===== config.mk =====
export PLATFORM = sky130hd
export DESIGN_NAME = mc_controller
export DESIGN_NICKNAME = d
export VERILOG_FILES = /design/src/rtl/mc_controller.sv
export SDC_FILE = /design/constraint.sdc
export NUM_CORES = 1
export LEC_CHECK = 0
export ABC_AREA = 0
export BUFFER_PORTS_ARGS = -buffer_cell sky130_fd_sc_hd__buf_2
export CORE_UTILIZATION = 43
export CTS_CLUSTER_DIAMETER = 40
export CTS_CLUSTER_SIZE = 10
export DETAILED_ROUTE_END_ITERATION = 16
export PLACE_DENSITY = 0.76
export SETUP_SLACK_MARGIN = 0.4
export SLEW_MARGIN = 15
export SYNTH_ARGS = -nofsm -noshare
export SYNTH_HDL_FRONTEND = slang
export SYNTH_SLANG_ARGS = --single-unit

===== constraint.sdc =====
create_clock -name clk -period 2.2 [get_ports clk]
set_input_delay 0.66 -clock clk [delete_from_list [all_inputs] [get_ports clk]]
set_output_delay 0.66 -clock clk [all_outputs]
set_load 0.03 [all_outputs]

===== src/rtl/mc_controller.sv =====
// Multicycle MIPS main control FSM: sequences fetch/decode/execute/writeback and
// stalls on the memory-ready handshake for every memory access.
module mc_controller #(
    parameter int STATE_W = 4
) (
    input  logic               clk,
    input  logic               reset_n,
    input  logic [5:0]         op,
    input  logic               zero,
    input  logic               mem_ready,
    output logic               memtoreg,
    output logic               regdst,
    output logic               iord,
    output logic [1:0]         pcsrc,
    output logic               alusrca,
    output logic [1:0]         alusrcb,
    output logic [1:0]         aluop,
    output logic               irwrite,
    output logic               memwrite,
    output logic               regwrite,
    output logic               pcen,
    output logic               illegal_op,
    output logic [STATE_W-1:0] dbg_state
);

    localparam logic [5:0] OP_RTYPE = 6'b000000;
    localparam logic [5:0] OP_J     = 6'b000010;
    localparam logic [5:0] OP_BEQ   = 6'b000100;
    localparam logic [5:0] OP_ADDI  = 6'b001000;
    localparam logic [5:0] OP_LW    = 6'b100011;
    localparam logic [5:0] OP_SW    = 6'b101011;

    typedef enum logic [STATE_W-1:0] {
        FETCH   = STATE_W'(0),
        DECODE  = STATE_W'(1),
        MEMADR  = STATE_W'(2),
        MEMRD   = STATE_W'(3),
        MEMWB   = STATE_W'(4),
        MEMWR   = STATE_W'(5),
        RTYPEEX = STATE_W'(6),
        RTYPEWB = STATE_W'(7),
        BEQEX   = STATE_W'(8),
        ADDIEX  = STATE_W'(9),
        ADDIWB  = STATE_W'(10),
        JEX     = STATE_W'(11)
    } state_t;

    state_t state_q;
    logic   illegal_q;

    logic irw, mw, rw, pcw, br;

    always_ff @(posedge clk or negedge reset_n) begin
        if (!reset_n) begin
            state_q   <= FETCH;
            illegal_q <= 1'b0;
        end else begin
            case (state_q)
                FETCH:   if (mem_ready) state_q <= DECODE;
                DECODE: begin
                    case (op)
                        OP_LW, OP_SW: state_q <= MEMADR;
                        OP_RTYPE:     state_q <= RTYPEEX;
                        OP_BEQ:       state_q <= BEQEX;
                        OP_ADDI:      state_q <= ADDIEX;
                        OP_J:         state_q <= JEX;
                        default: begin
                            state_q   <= FETCH;
                            illegal_q <= 1'b1;
                        end
                    endcase
                end
                // op is still the lw/sw that got us here because the IR is not reloaded
                MEMADR:  state_q <= (op == OP_SW) ? MEMWR : MEMRD;
                MEMRD:   if (mem_ready) state_q <= MEMWB;
                MEMWB:   state_q <= FETCH;
                MEMWR:   if (mem_ready) state_q <= FETCH;
                RTYPEEX: state_q <= RTYPEWB;
                RTYPEWB: state_q <= FETCH;
                BEQEX:   state_q <= FETCH;
                ADDIEX:  state_q <= ADDIWB;
                ADDIWB:  state_q <= FETCH;
                JEX:     state_q <= FETCH;
                default: state_q <= FETCH;
            endcase
        end
    end

    always_comb begin
        memtoreg = 1'b0;
        regdst   = 1'b0;
        iord     = 1'b0;
        pcsrc    = 2'b00;
        alusrca  = 1'b0;
        alusrcb  = 2'b00;
        aluop    = 2'b00;
        irw      = 1'b0;
        mw       = 1'b0;
        rw       = 1'b0;
        pcw      = 1'b0;
        br       = 1'b0;
        case (state_q)
            FETCH: begin
                alusrcb = 2'b01;
                irw     = mem_ready;
                pcw     = mem_ready;
            end
            DECODE:  alusrcb = 2'b11;
            MEMADR: begin
                alusrca = 1'b1;
                alusrcb = 2'b10;
            end
            MEMRD:   iord = 1'b1;
            MEMWB: begin
                memtoreg = 1'b1;
                rw       = 1'b1;
            end
            MEMWR: begin
                iord = 1'b1;
                mw   = 1'b1;
            end
            RTYPEEX: begin
                alusrca = 1'b1;
                aluop   = 2'b10;
            end
            RTYPEWB: begin
                regdst = 1'b1;
                rw     = 1'b1;
            end
            BEQEX: begin
                alusrca = 1'b1;
                aluop   = 2'b01;
                pcsrc   = 2'b01;
                br      = 1'b1;
            end
            ADDIEX: begin
                alusrca = 1'b1;
                alusrcb = 2'b10;
            end
            ADDIWB:  rw = 1'b1;
            JEX: begin
                pcsrc = 2'b10;
                pcw   = 1'b1;
            end
            default: ;
        endcase
    end

    // Enables are gated by reset directly so nothing is written while reset is held
    assign irwrite    = irw & reset_n;
    assign memwrite   = mw & reset_n;
    assign regwrite   = rw & reset_n;
    assign pcen       = (pcw | (br & zero)) & reset_n;
    assign illegal_op = illegal_q;
    assign dbg_state  = state_q;

endmodule


==> results.cfg, run 1 <==
[floorplanning]
rows = 12
io_pins = 29
chipWidth_um = 38.2
die_y_um = 38.2
start_util = 0.487

[cts]
cts_buffer_depth = 2
ctsHtreeMaxLevel = 1
cts_sinks = 5
root_buffer = clkbuf_4
cts_made_buffers = 3

[timing]
worstEpCategory = output port
crit_endpoint = pcen

[logic_synthesis]
synth_edf_count = 0
synthesis.area_um2 = 563
ys_seq_area_frac = 0.222
ys_ff_latch = 5
yosys.area.top_type = dfrtp_1
yosys_most_used_dff = dfrtp_1
yosysTopAreaCellShare = 0.222
avgSynthCellArea_um2 = 7.51
async_reset_ff_frac = 1.00
synthTopCellsByArea = dfrtp_1 22%, nor3_1 8.9%, nand2b_1 6.7%, a21o_1 4.0%, nor2_1 4.0%
yosysWarnings = 0
synth_cells = 75
ys_types = 36
syn_nets = 85

[status]
lastStage = global routing (5_1_grt)
error_line = [ERROR DPL-0038] Utilization greater than 100%, impossible to legalize
status = did not finish

[global_route]
grt_max_degree = 10

[placed_design]
io_buffers = 28
place_hpwl_um = 1320
place.gp.congestion = 0.804
-- cells in the mapped netlist, types with 2 or more instances --
| cell | number |
|---|---|
| nor3_1 | 10 |
| nand2b_1 | 6 |
| nor2_1 | 6 |
| clkbuf_1 | 5 |
| dfrtp_1 | 5 |
| o21ai_0 | 4 |
| a21o_1 | 3 |
| inv_1 | 3 |
| a21oi_1 | 2 |
| nand3b_1 | 2 |
| o211ai_1 | 2 |
| or4_1 | 2 |
| xor2_1 | 2 |
-- metrics by stage --
stage | hold WS, ns | util | setup slack, ns | instance area, um2 | instances
floorplan | 0.364 | - | 0.0561 | 734 | 75
global placement | 0.450 | 0.753 | 0.0986 | 871 | 118
detailed placement | 0.453 | 0.753 | 0.0721 | 871 | 118
CTS | 0.343 | 0.953 | 0.0400 | 1100 | 132
-- cells by family after synthesis --
logic type | Yosys count | share of synthesized area
flops | 5 | 0.222
mux | 2 | 0.0378
compound gates | 19 | 0.240
buf+inv | 10 | 0.0756
simple gates | 36 | 0.378
xor+xnor | 3 | 0.0467
-- repair_timing --
action	4_1_cts
resized for setup	37
pin swaps	7
endpoints found under the setup margin	15
buffers inserted	10
hold buffers	0
==> run 2: changes to the inputs <==
Settings changed: CORE_AREA set to 2 2 63 65, CORE_UTILIZATION 43 to unset, CTS_CLUSTER_DIAMETER 40 to unset, CTS_CLUSTER_SIZE 10 to unset, DIE_AREA set to 0 0 65 67, PLACE_DENSITY 0.76 to unset, PLACE_DENSITY_LB_ADDON set to 0.15, SETUP_SLACK_MARGIN 0.4 to unset.
==> run 2 against run 1 <==
Against the previous run: the flow now finishes without violations; synthesized cell count unchanged; synthesized area unchanged.
==> results.cfg, run 2 <==
[status]
status = completed

[logic_synthesis]
yosysTopAreaCellShare = 0.222
async_reset_ff_frac = 1.00
synth_most_common_cell = nor3_1
synthesis.area_um2 = 563
synth_cells = 75
synth_common_cells = 10 x nor3_1, 6 x nand2b_1, 6 x nor2_1
ys_seq_area_frac = 0.222
avgSynthCellArea_um2 = 7.51
syn_nets = 85
ys_ff_latch = 5
ys_types = 36
yosys.area.top_type = dfrtp_1
yosysWarnings = 0
synthTopCellsByArea = dfrtp_1 22%, nor3_1 8.9%, nand2b_1 6.7%, a21o_1 4.0%, nor2_1 4.0%
yosys_most_used_dff = dfrtp_1
synth_edf_count = 0

[global_route]
grt_pass1_vias = 670
grt.total_usage = 0.0966
grt_pass1_wl_um = 3270
antenna_found_initial = 0
grt_max_degree = 20
grt-ovfl-total = 0

[layout]
final_common_cell = buf_2
stdcell_count = 156
diodes = 0
nFillCells = 422
area_growth_pct = 55.8
drive_above_1_share = 0.463
fin_util = 0.243
most-common-layout-cells = 26 x buf_2, 9 x buf_4, 8 x nor3_1
nets = 119
largest_register_ff_count = 4

[detailed_routing]
dr_wl_met2_um = 830
drt_iter0_markers = 23
wl_per_cell_um = 12.7
vias_per_cell = 4.38
first_pass_iters = 4
highest_layer = met3
vias = 684
ant_nets = 0
wl_met3_um = 177
routedLengthMet1_um = 973
drc = 0
routed_wl_um = 1980

[setup_path]
critPathMaxFanout = 12
end_kind = primary output
crit_path_start_kind = flip-flop
path_class = reg -> out
cp.required_ns = 1.54
worstPathArrival_ns = 1.49

[floorplanning]
die_y_um = 67
io_pins = 29
start_util = 0.156
chipWidth_um = 65
rows = 22
dieArea_mm2 = 0.00436
core-area_mm2 = 0.00361

[timing]
worstMarginPinSlew_ns = 0.415
finalCriticalPeriod_ns = 2.15
hold_viol_final = 0
slew_headroom = 0.720
finClkSkew_ns = 0.00136
setup_viol = 0
max_freq_mhz = 465
drv_slew = 0
period_share = 0.978

[cts]
ctsHtreeMaxLevel = 1
cts_made_buffers = 3
cts_sinks = 5
cts_buffer_depth = 2
path_clk_slew_ns = 0.04
root_buffer = clkbuf_8
tritoncts = done
cts_hold_buf = 0
clock_latency_ns = 0.22

[placed_design]
place_hpwl_um = 1480
place.gp.congestion = 0.703
io_buffers = 28
dp_cells = 150

[pwr]
power.density_mw_per_mm2 = 1110
power_uw = 974
leakage_nw = 0.414
ir_worst_vdd_mv = 0.190

[min_path]
hold_path_class = in -> async

[flow_run]
cap_violations = 0
run 2: cell counts after synthesis:
Identical to the previous run, type by type.
run 2: worst max-delay path, cell delays in order (launching register included):
cell and delay [ns]:
dfrtp_1 0.36, buf_6 0.16, mux2_2 0.33, a2bb2oi_1 0.18, nor3_2 0.05, buf_2 0.18
run 2: power by group:
part	leakage [nW]	total (mW)	internal, mW	switching, mW
Sequential	0.0612	0.133	0.116	0.0172
Clock	0.0228	0.169	0.124	0.0450
Combinational	0.330	0.671	0.249	0.422
Total	0.414	0.974	0.490	0.484
run 2: path summary, 6_finish.rpt:
check / slack, ns / startpoint / cells past startpoint / to
worst max register to register: 0.49 / dbg_state[1] / 5 / dbg_state[0]
worst min register to register: 0.48 / illegal_op / 1 / illegal_op
min in group clk: 0.48 / illegal_op / 1 / illegal_op
worst min-delay path: 0.36 / reset_n / 2 / dbg_state[1]
max in group asynchronous: 1.72 / reset_n / 2 / dbg_state[0]
worst max-delay path: 0.05 / dbg_state[3] / 5 / pcen
run 2: kinds of logic (layout without fill, tap and decap cells):
kind of cell	Yosys count	count (layout)	share of synthesized area
DFF	5	5	0.222
and+or+nand+nor	36	36	0.378
AOI/OAI and AO/OA	19	19	0.240
muxes	2	2	0.0378
xor gates and xnor gates	3	3	0.0467
buffers and inverters	10	43	0.0756
run 2: what timing repair did:
item / 4_1_cts / 5_1_grt
gates resized for setup: 2 / 5
endpoints found under the setup margin: 1 / 3
setup buffers: 1 / 1
run 2: per-stage QoR:
step	setup WS (ns)	area [um2]	hold slack, ns	TNS [ns]
finish	0.0477	877	0.357	0
global route	-0.0109	877	0.361	-0.0109
CTS	0.00971	856	0.355	0
detailed placement	0.0758	797	0.464	0
global placement	0.0915	797	0.485	0
floorplan	-0.222	584	0.364	-0.255
run 2: layer usage:
metal | vias to the layer above | track usage
li1 | 346 | -
met1 | 308 | 0.130
met2 | 30 | 0.151
met3 | 0 | 0.0186
met4 | 0 | 0.0399
met5 | - | 0
run 2: area by class of cell:
type	instances	area, um2	area share
sequential	5	126	0.144
timing repair buffer	36	209	0.238
tap	48	60.1	0.0685
multi-input combinational	60	425	0.485
inverter	3	11.3	0.0128
clock buffer	4	45.0	0.0514
Power figures use the tool's default switching activity.
==> run 3: changes to the inputs <==
Settings changed: ABC_AREA 0 to 1.
==> run 3 against run 2 <==
Against the previous run: utilization is 1.6 points lower; first-iteration DRC count is 26% higher; worst setup slack improved by 0.028 ns; cell count increased by 18%; wire length shrank 9.2%; non-clock buffer count shrank 7; combinational power is 15% lower; critical path type unchanged; worst hold slack worse by 0.095 ns; sequential share of layout area increased by 0.86 points; critical path depth up 3.
==> results.cfg, run 3 <==
[logic_synthesis]
synth_cells = 104
yosys.area.top_type = dfrtp_1
synthesis.area_um2 = 528
yosysTopAreaCellShare = 0.237
ys_ff_latch = 5
synth_edf_count = 0
synthTopCellsByArea = dfrtp_1 24%, nand2_1 22%, inv_1 16%, nor2_1 16%, nand3_1 11%
ys_types = 11
synth_common_cells = 31 x nand2_1, 23 x inv_1, 23 x nor2_1
syn_nets = 114
avgSynthCellArea_um2 = 5.08
yosysWarnings = 0
ys_seq_area_frac = 0.237
synth_most_common_cell = nand2_1
async_reset_ff_frac = 1.00
yosys_most_used_dff = dfrtp_1

[timing]
finalCriticalPeriod_ns = 2.12
period_share = 0.966
worstMarginPinSlew_ns = 0.259
slew_headroom = 0.827
hold_viol_final = 0
setup_tns_ns = 0
hold_ws_ns = 0.262
setup_viol = 0
max_freq_mhz = 471
finClkSkew_ns = 0.00256
drv_slew = 0

[setup_path]
worstPathArrival_ns = 1.46
crit_path_start_kind = flip-flop
critical_path_buf_inv_count = 3
end_kind = primary output
critPathMaxFanout = 5
cp.required_ns = 1.54
crit_chain = inv_1, nand2_2, nor2_1, nor2_1, o21ai_0, nand2_1, inv_1, buf_2
crit_slowest_cell = dfrtp_1
cpPeakStageDelay_ns = 0.36
path_class = reg -> out
cp_top_family = simple AND/OR/NAND/NOR gates

[detailed_routing]
wl_per_cell_um = 9.78
routed_wl_um = 1800
drc = 0
ant_nets = 0
vias_per_cell = 3.71
vias = 682
drt_iter0_markers = 29
first_pass_iters = 4

[layout]
final_common_cell = nand2_1
area_growth_pct = 55.2
multi_input_area_um2 = 347
most-common-layout-cells = 28 x nand2_1, 26 x buf_2, 23 x inv_1
drive_above_1_share = 0.316
largest_register_ff_count = 4
nets = 147
fin_util = 0.227
final_area_um2 = 820
nFillCells = 421
seq_area_um2 = 125
diodes = 0

[cts]
ctsHtreeMaxLevel = 1
cts_sinks = 5
clock_latency_ns = 0.22
tritoncts = done
cts_buffer_depth = 2
cts_made_buffers = 3
root_buffer = clkbuf_8
path_clk_slew_ns = 0.04

[global_route]
grt_max_degree = 8
antenna_found_initial = 0
grt_pass1_vias = 649
grt-ovfl-total = 0
grt_pass1_wl_um = 2880
grt.total_usage = 0.0880

[placed_design]
io_buffers = 28
place.gp.congestion = 0.826
place_hpwl_um = 1550
dpl_cell_area_um2 = 734

[floorplanning]
core-area_mm2 = 0.00361
rows = 22
dieArea_mm2 = 0.00436
chipWidth_um = 65
start_util = 0.146
die_y_um = 67
io_pins = 29

[pwr]
power.density_mw_per_mm2 = 1080
ir_worst_vdd_mv = 0.349
leakage_nw = 0.505

[status]
status = completed

[flow_run]
cap_violations = 0

[min_path]
hold_path_class = in -> async
-- run 3: changes by cell type in the layout (fill, tap and decap cells not counted), sizes merged, moves of 3 or more --
cell / delta
buf: -8
a21o: -3
nor3: -10
nand2b: -6
inv: +21
nand2: +30
nor2: +18
nand3: +12
-- run 3: final cells by class --
cell class / instances / area share
Clock buffer: 4 / 0.0550
Multi-Input combinational cell: 74 / 0.423
Tap cell: 48 / 0.0733
Timing Repair Buffer: 29 / 0.186
Sequential cell: 5 / 0.153
Inverter: 24 / 0.110
-- run 3: path summary, 6_finish.rpt --
check	from	endpoint	slack [ns]	cells past startpoint
worst max-delay path	dbg_state[3]	regwrite	0.08	8
worst min register to register	illegal_op	illegal_op	0.47	2
min in group clk	illegal_op	illegal_op	0.47	2
worst min-delay path	reset_n	dbg_state[0]	0.26	1
worst max register to register	dbg_state[3]	dbg_state[2]	0.88	8
max in group asynchronous	reset_n	dbg_state[3]	1.79	1
-- run 3: worst register-to-register path: stages (launching register included) --
cell	delay, ns
dfrtp_1	0.36
inv_1	0.15
nand2_2	0.13
nor2_1	0.20
inv_1	0.08
nand3_1	0.08
nand2_1	0.07
nand2_1	0.06
nand2_1	0.07
-- run 3: layer usage --
metal | vias to the layer above | global-route usage | part of all wire
met4 | 0 | 0 | 0
met5 | - | 0 | 0
li1 | 370 | - | -
met3 | 0 | 0.0439 | 0.096
met1 | 288 | 0.104 | 0.43
met2 | 24 | 0.152 | 0.47
-- run 3: power breakdown --
part	internal [mW]	total, mW	leakage (nW)	switching, mW
sequential	0.115	0.147	0.0620	0.0324
combinational	0.164	0.568	0.420	0.404
clock	0.124	0.171	0.0228	0.0461
total	0.403	0.886	0.505	0.483
-- run 3: cells by family (layout without fill, tap and decap cells) --
group / Yosys count / in the layout / synth area share
simple gates: 67 / 67 / 0.509
buf+inv: 25 / 57 / 0.185
compound gates: 7 / 7 / 0.0687
flops: 5 / 5 / 0.237
-- run 3: timing repair --
item	CTS	global route
buffers inserted	0	1
hold buffers	0	0
resized for setup	1	10
endpoints found under the setup margin	1	4
pin swaps	0	1
-- run 3: through the flow --
step	std cells	total power [mW]	setup slack (ns)
6_report	184	0.886	0.0757
5_1_grt	184	0.959	-0.00830
4_1_cts	183	0.858	0.0559
3_5_place_dp	179	0.683	0.219
3_3_place_gp	179	0.682	0.224
2_1_floorplan	104	0.523	-0.0650
==> run 4: changes to the inputs <==
Settings changed: REMOVE_ABC_BUFFERS set to 1.
==> run 4 against run 3 <==
Against the previous run: worst setup slack improved by 0.0027 ns; clock power about the same; critical endpoint is now pcen; worst hold slack barely moved.
==> results.cfg, run 4 (synthesized netlist as in run 3, its figures left out) <==
[layout]
largest_register_ff_count = 4
stdcell_count = 183
area_growth_pct = 49.8
fin_util = 0.219
nets = 146
diodes = 0
final_common_cell = nand2_1
most-common-layout-cells = 29 x nand2_1, 26 x buf_2, 23 x inv_1
drive_above_1_share = 0.304

[detailed_routing]
vias_per_cell = 3.69
first_pass_iters = 4
wl_per_cell_um = 9.40
ant_nets = 0
drc = 0
drt_iter0_markers = 21
routed_wl_um = 1720
vias = 675

[setup_path]
end_kind = primary output
critPathLaunch = dbg_state[2]
r2r_start = dbg_state[3]
worstPathArrival_ns = 1.46
path_class = reg -> out
cp.required_ns = 1.54
crit_path_start_kind = flip-flop
critPathMaxFanout = 5

[timing]
hold_ws_ns = 0.262
slew_headroom = 0.839
max_freq_mhz = 471
setup_viol = 0
finalCriticalPeriod_ns = 2.12
hold_viol_final = 0
drv_slew = 0
period_share = 0.964
worstMarginPinSlew_ns = 0.240
finClkSkew_ns = 0.00312
rsz0062_at_grt = true
fin_ws_ns = 0.0783

[cts]
cts_sinks = 5
cts_hold_buf = 0
path_clk_slew_ns = 0.04
cts_made_buffers = 3
clock_latency_ns = 0.22
root_buffer = clkbuf_8
cts_buffer_depth = 2
ctsHtreeMaxLevel = 1
tritoncts = done

[global_route]
grt_pass1_vias = 666
grt_pass1_wl_um = 2900
antenna_found_initial = 0
grt_max_degree = 8
grt.total_usage = 0.0862
grt-ovfl-total = 0

[floorplanning]
rows = 22
chipWidth_um = 65
dieArea_mm2 = 0.00436
die_y_um = 67
core-area_mm2 = 0.00361
io_pins = 29
start_util = 0.146

[flow_run]
cap_violations = 0

[placed_design]
io_buffers = 28
place_hpwl_um = 1520
pre_cts_ws_ns = 0.243
place.gp.congestion = 0.862
dp_cells = 179

[status]
status = completed

[pwr]
ir_worst_vdd_mv = 0.376
leakage_nw = 0.498
power.density_mw_per_mm2 = 1080

[min_path]
hold_path_class = in -> async
-- run 4: cell types whose count changed in the layout (fill, tap and decap cells not counted) --
cell and delta:
nor2_2 +4, nor2_1 -1, buf_4 -1, a31oi_2 -1
nor2_4 -3, nand2_1 +1, nand2_2 -1, a31oi_1 +1
-- run 4: power breakdown --
group / internal, mW / leakage [nW] / total, mW / switching, mW
combinational: 0.155 / 0.413 / 0.541 / 0.386
sequential: 0.115 / 0.0620 / 0.145 / 0.0306
clock: 0.124 / 0.0228 / 0.169 / 0.0451
total: 0.394 / 0.498 / 0.856 / 0.462
-- run 4: what timing repair did --
| item | in CTS | in global routing |
|---|---|---|
| endpoints found under the setup margin | 0 | 4 |
| setup buffers | 0 | 0 |
| resized for setup | 0 | 10 |
-- run 4: worst paths after layout --
kind,cells after the start,endpoint,slack [ns]
setup / recovery,6,pcen,0.08
hold / removal,1,dbg_state[0],0.26
setup reg to reg,8,dbg_state[2],0.92
hold reg to reg,2,illegal_op,0.46
max in group asynchronous,1,dbg_state[3],1.79
min in group clk,2,illegal_op,0.46
-- run 4: final cells by class --
cell class / instances / area [um2]
Clock buffer: 4 / 45.0
Sequential cell: 5 / 125
Tap cell: 48 / 60.1
Inverter: 24 / 90.1
Fill cell: 433 / 2820
Timing Repair Buffer: 28 / 145
Multi-Input combinational cell: 74 / 325
-- run 4: worst max-delay path, stage by stage (launching register included) --
cell	delay [ns]
dfrtp_1	0.42
nor2_2	0.18
inv_1	0.08
nor2_2	0.15
nand2_1	0.07
a31oi_1	0.13
clkbuf_4	0.21
-- run 4: layer usage --
metal | GRT usage | share of wire | up-vias
met1 | 0.101 | 0.46 | 280
met3 | 0.0405 | 0.095 | 0
li1 | - | - | 372
met2 | 0.152 | 0.45 | 23
met4 | 0 | 0 | 0
met5 | 0 | 0 | -
-- run 4: stage by stage --
stage          power, mW  instance area (um2)  setup TNS, ns
2_1_floorplan      0.510                  520         -0.689
3_3_place_gp       0.667                  721              0
3_5_place_dp       0.666                  721              0
4_1_cts            0.837                  766              0
5_1_grt            0.933                  791        -0.0345
6_report           0.856                  791              0
